**src/rtl/mem_arb.sv**
```systemverilog
// mem_arb: arbitrates a pipeline M-stage port and a bridge port onto one fixed-latency single-port memory.
// Ports:
//   clk, reset (async, active-low)
//   m_req/m_we/m_be/m_addr/m_wdata -> m_ack, m_rdata, m_stall   pipeline M-stage port
//   b_req/b_we/b_be/b_addr/b_wdata -> b_ack, b_rdata            bridge (debug/DMA) port
//   mem_en/mem_we/mem_be/mem_addr/mem_wdata, mem_rdata           memory command / read data
module mem_arb #(
  parameter int LAT    = 2,
  parameter int STARVE = 4
) (
  input  logic        clk,
  input  logic        reset,
  input  logic        m_req,
  input  logic        m_we,
  input  logic [3:0]  m_be,
  input  logic [31:0] m_addr,
  input  logic [31:0] m_wdata,
  output logic        m_ack,
  output logic [31:0] m_rdata,
  output logic        m_stall,
  input  logic        b_req,
  input  logic        b_we,
  input  logic [3:0]  b_be,
  input  logic [31:0] b_addr,
  input  logic [31:0] b_wdata,
  output logic        b_ack,
  output logic [31:0] b_rdata,
  output logic        mem_en,
  output logic        mem_we,
  output logic [3:0]  mem_be,
  output logic [31:0] mem_addr,
  output logic [31:0] mem_wdata,
  input  logic [31:0] mem_rdata
);
  typedef enum logic [1:0] {IDLE, ISSUE, WAIT, DONE} state_t;
  state_t      state, state_nx;
  logic [2:0]  starve_cnt;
  logic [3:0]  wait_cnt;
  logic [31:0] rdata_q;
  logic        owner;
  logic        we_q;
  logic [3:0]  be_q;
  logic        any_req;
  logic        grant_b;
  assign any_req = m_req | b_req;
  // bridge wins when M is idle or M has used up its tolerated run of grants
  assign grant_b = b_req & (~m_req | starve_cnt == 3'(STARVE));
  always_ff @(posedge clk or negedge reset)
    if (!reset) state <= IDLE;
    else        state <= state_nx;
  always_comb
    state_nx = state == IDLE  ? (any_req ? ISSUE : IDLE) :
               state == ISSUE ? WAIT :
               state == WAIT  ? (wait_cnt == 4'd0 ? DONE : WAIT) : IDLE;
  always_ff @(posedge clk or negedge reset)
    if (!reset) begin
      starve_cnt <= 3'd0;
      wait_cnt   <= 4'd0;
      rdata_q    <= 32'd0;
      owner      <= 1'b0;
      we_q       <= 1'b0;
      be_q       <= 4'd0;
      mem_addr   <= 32'd0;
      mem_wdata  <= 32'd0;
    end else begin
      if (state == IDLE) begin
        starve_cnt <= (~b_req | grant_b) ? 3'd0 :
                      starve_cnt == 3'(STARVE) ? starve_cnt : starve_cnt + 3'd1;
        if (any_req) begin
          owner     <= grant_b;
          we_q      <= grant_b ? b_we    : m_we;
          be_q      <= grant_b ? b_be    : m_be;
          mem_addr  <= grant_b ? b_addr  : m_addr;
          mem_wdata <= grant_b ? b_wdata : m_wdata;
        end
      end
      if (state == ISSUE) wait_cnt <= 4'(LAT - 1);
      if (state == WAIT && wait_cnt != 4'd0) wait_cnt <= wait_cnt - 4'd1;
      // stores return zero data so the owner's rdata is clean on a write ack
      if (state == WAIT && wait_cnt == 4'd0) rdata_q <= we_q ? 32'd0 : mem_rdata;
    end
  always_comb begin
    mem_en  = state == ISSUE;
    mem_we  = mem_en & we_q;
    mem_be  = mem_en ? be_q : 4'd0;
    m_ack   = state == DONE & ~owner;
    b_ack   = state == DONE & owner;
    m_rdata = m_ack ? rdata_q : 32'd0;
    b_rdata = b_ack ? rdata_q : 32'd0;
    m_stall = m_req & ~m_ack;
  end
endmodule

```
**config.mk**
```make
export PLATFORM = sky130hd
export DESIGN_NAME = mem_arb
export DESIGN_NICKNAME = d
export VERILOG_FILES = /design/src/rtl/mem_arb.sv
export SDC_FILE = /design/constraint.sdc
export NUM_CORES = 1
export LEC_CHECK = 0
export CAP_MARGIN = 10
export CORE_AREA = 2 2 120 122
export CTS_CLUSTER_SIZE = 30
export DETAILED_ROUTE_END_ITERATION = 12
export DIE_AREA = 0 0 122 124
export PLACE_DENSITY_LB_ADDON = 0.08
export RECOVER_POWER = 25
export SYNTH_ARGS = -nofsm -noshare
export SYNTH_HDL_FRONTEND = slang
export SYNTH_SLANG_ARGS = --single-unit
```
**constraint.sdc**
```tcl
create_clock -name clk -period 2.2 [get_ports clk]
set_input_delay 0.22 -clock clk [delete_from_list [all_inputs] [get_ports clk]]
set_output_delay 0.22 -clock clk [all_outputs]
set_load 0.01 [all_outputs]
```
==> impl_metrics.py <==
metrics = {
    "floorplanning": {
        "std_cell_rows": 43,
        "die-area_um2": 15100,
        "die_h_um": 124,
        "start_util_pct": 42.7,
        "io_pins": 311,
        "core_region_area_um2": 13700,
        "dieWidth_um": 122,
    },
    "sta": {
        "tightest_slew_ns": 0.971,
        "timing.final.hold_violations": 0,
        "finalClockSkew_ns": 0.00382,
        "whs_ns": 0.265,
        "max_freq_ghz": 0.460,
        "finalSetupTns_ns": 0,
        "setup_viol": 0,
        "relSlewSlack_pct": 35.3,
        "slew_violations": 0,
        "rsz0062_at_grt": "yes",
        "period_needed_ns": 2.17,
        "fin_crit_sh_pct": 98.8,
    },
    "setup_path": {
        "path_max_fanout": 9,
        "cp-endpoint": "m_rdata[5]",
        "crit_slowest_cell": "clkdlybuf4s50_1",
        "path_delay_family": "buffers and inverters",
        "timing.rr.end": "mem_wdata[24]$_DFFE_PN0P_",
        "worstPathRequired_ns": 1.98,
        "arrival_ns": 1.95,
        "critPathLaunchType": "flop",
        "startpoint": "state[0]$_DFF_PN0_",
        "crit_chain": "ha_4, and2b_4, and2_1, clkdlybuf4s50_1",
        "reg2reg_slack_ns": 0.40,
        "cp_num_buf_inv": 1,
        "max_stage_delay_ns": 0.54,
        "cp.depth": 4,
        "timing.rr.start": "state[1]$_DFF_PN0_",
        "endpoint_kind": "output port",
        "crit_type": "flop to output port",
        "r2r_cells": 6,
    },
    "detailed_routing": {
        "drt-total-wl_um": 20700,
        "drt_iter0_drc": 407,
        "vias": 6122,
        "vias_per_cell": 5.42,
        "remaining_drc_errors": 0,
        "first_pass_iters": 5,
        "ant_nets": 0,
        "wl_per_cell_um": 18.4,
    },
    "global_route": {
        "grt_pass1_wl_um": 31400,
        "grt_max_degree": 68,
        "grt_usage_pct": 26.4,
        "grt_pass1_vias": 6064,
        "gr-total-overflow": 0,
        "antenna_found_initial": 0,
    },
    "clock_network": {
        "clk_latency_ns": 0.35,
        "clock_path_buffers": 2,
        "clockRootBuffer": "clkbuf_16",
        "cts_sinks": 111,
        "cts_tree": "yes",
        "cts-buffers-inserted": 9,
        "cts_max_level": 3,
        "path_clk_slew_ns": 0.07,
    },
    "outcome": {
        "outcome": "finished clean",
    },
    "power": {
        "pwr-share-clk_pct": 15.9,
        "p_int_w": 0.00664,
        "switching_share_pct": 38.4,
        "p_sw_w": 0.00413,
        "power_frac_seq_pct": 33.9,
        "irDropWorstVdd_v": 0.000641,
        "powerDensity_nw_per_um2": 1140,
        "leakage_nw": 4.10,
        "combPwrFrac_pct": 50.2,
    },
    "yosys": {
        "synth_top_family_by_area": "simple AND/OR/NAND/NOR gates",
        "avgSynthCellArea_um2": 8.79,
        "ys_seq_area_share_pct": 47.4,
        "synth-async-reset-ratio_pct": 100,
        "synth_top_area_share_pct": 47.4,
        "ys_warn_count": 0,
        "syn_inst": 667,
        "yosys.area_share.simple_pct": 31.2,
        "synthFlopType": "dfrtp_1",
        "synth_area_um2": 5860,
        "synthAdderAreaFrac_pct": 1.71,
        "synth_edf_count": 0,
        "ys_ff_latch": 111,
        "synth_compound_area_share_pct": 13.3,
        "synthXorXnorAreaFrac_pct": 0,
        "synthMuxAreaShare_pct": 0.341,
        "synth_cell_types": 36,
        "syn_nets": 849,
        "synthTopCellsByArea": "dfrtp_1 47%, nand2_1 11%, o211ai_1 8.8%, nand4_1 7.5%, and2_1 4.1%",
        "synth.largest_area_cell": "dfrtp_1",
    },
    "finish": {
        "fin_nets": 1126,
        "drive_gt1_share_pct": 5.48,
        "antenna_cells": 0,
        "syn_to_final_growth_pct": 61.1,
    },
    "placed_design": {
        "io_buffers": 310,
        "place_congestion": 0.800,
        "dp_hpwl_um": 14300,
    },
    "run": {
        "drv_cap": 0,
    },
    "hold_path": {
        "worstHoldStart": "b_req",
        "min_path_type": "input port to flop",
    },
}
-- worst min path at each step --
stage | depth (start not counted) | to | slack, ns
floorplan | 0 | be_q[0]$_DFFE_PN0P_ | -0.08
global placement | 1 | rdata_q[1]$_DFFE_PN0P_ | 0.23
detailed placement | 1 | rdata_q[1]$_DFFE_PN0P_ | 0.24
CTS | 3 | mem_wdata[10]$_DFFE_PN0P_ | 0.26
global route | 3 | mem_wdata[10]$_DFFE_PN0P_ | 0.29
finish | 3 | mem_wdata[10]$_DFFE_PN0P_ | 0.27
-- cells by family (layout without fill, tap and decap cells) --
group	count (synthesis)	after routing
simple gates	359	362
compound gates	113	113
flops	111	111
buf+inv	74	353
fa+ha+maj	8	8
mux	2	2
-- flip-flops by register name, indices dropped and copies added, names as in the netlist --
register	flops
wait_cnt	4
be_q	4
owner	1
starve_cnt	3
rdata_q	32
mem_wdata	32
we_q	1
state	2
mem_addr	32
-- layout by cell type, fill, tap and decap left out, types with 2 or more instances in the layout --
cell / netlist / routed
buf_4: 0 / 13
clkbuf_4: 0 / 2
nand3_1: 4 / 4
nand4_1: 70 / 70
o21ai_0: 33 / 33
dfrtp_1: 111 / 110
nand2_1: 171 / 171
o211ai_1: 69 / 69
clkbuf_8: 0 / 3
and3_1: 32 / 32
buf_12: 0 / 4
clkdlybuf4s50_1: 0 / 287
inv_1: 7 / 7
nand2b_1: 34 / 34
ha_4: 0 / 2
ha_1: 8 / 5
dlygate4sd2_1: 0 / 14
and2_1: 38 / 38
dlymetal6s2s_1: 0 / 7
mux2i_1: 2 / 2
clkinv_2: 0 / 2
clkbuf_16: 0 / 9
or3b_2: 2 / 2
and2b_4: 0 / 2
-- repair_timing --
item / in CTS / in global routing
buffers inserted: 0 / 2
gates cloned: 0 / 3
gates resized for setup: 17 / 17
setup endpoints to repair: 40 / 54
hold buffers: 1 / 0
hold endpoints to repair: 36 / 0
-- routing by layer --
layer | vias to the layer above | share of wire, % | GRT usage, %
met5 | - | 0 | 0
met4 | 0 | 2.5 | 9.70
met3 | 36 | 8.2 | 6.14
met2 | 277 | 51 | 45.8
met1 | 2931 | 39 | 32.2
li1 | 2878 | - | -
-- area by class of cell --
cell class,count,area [um2]
Sequential cell,111,2780
Multi-Input combinational cell,485,2810
Timing Repair Buffer,330,3300
Inverter,7,26.3
Clock buffer,13,270
Clock inverter,3,40.0
Fill cell,1097,4280
Tap cell,180,225
-- power groups by stage --
stage / combinational, W / clock [W] / sequential [W]
global route: 0.00589 / 0.00181 / 0.00376
global placement: 0.00515 / 0 / 0.00359
CTS: 0.00533 / 0.00174 / 0.00361
finish: 0.00541 / 0.00171 / 0.00365
detailed placement: 0.00532 / 0 / 0.00363
floorplan: 0.00252 / 0 / 0.00378
-- through the flow --
stage	std cells	setup WS [ns]	power (W)	util (%)	area, um2
3_5_place_dp	1107	-0.0105	0.00895	66.1	9070
2_1_floorplan	667	0.718	0.00630	-	5860
3_3_place_gp	1107	0.131	0.00874	66.1	9070
4_1_cts	1124	-0.0173	0.0107	68.3	9380
5_1_grt	1129	-0.0288	0.0115	68.8	9440
6_report	1129	0.0273	0.0108	68.8	9440
-- worst min-delay path: cells and delay by family --
family,cells,cell delay (ns)
buf+inv,1,0.16
simple gates,1,0.09
compound gates,1,0.09
-- cells in the mapped netlist, types with 2 or more instances --
master	n
ha_1	8
nand4_1	70
or3b_2	2
buf_1	4
and2_1	38
clkbuf_1	22
buf_2	37
nand3_1	4
o21ai_0	33
buf_6	4
dfrtp_1	111
o211ai_1	69
mux2i_1	2
nand2b_1	34
and3_1	32
nand2_1	171
inv_1	7
Note: power is estimated with default switching activity, not from simulation.
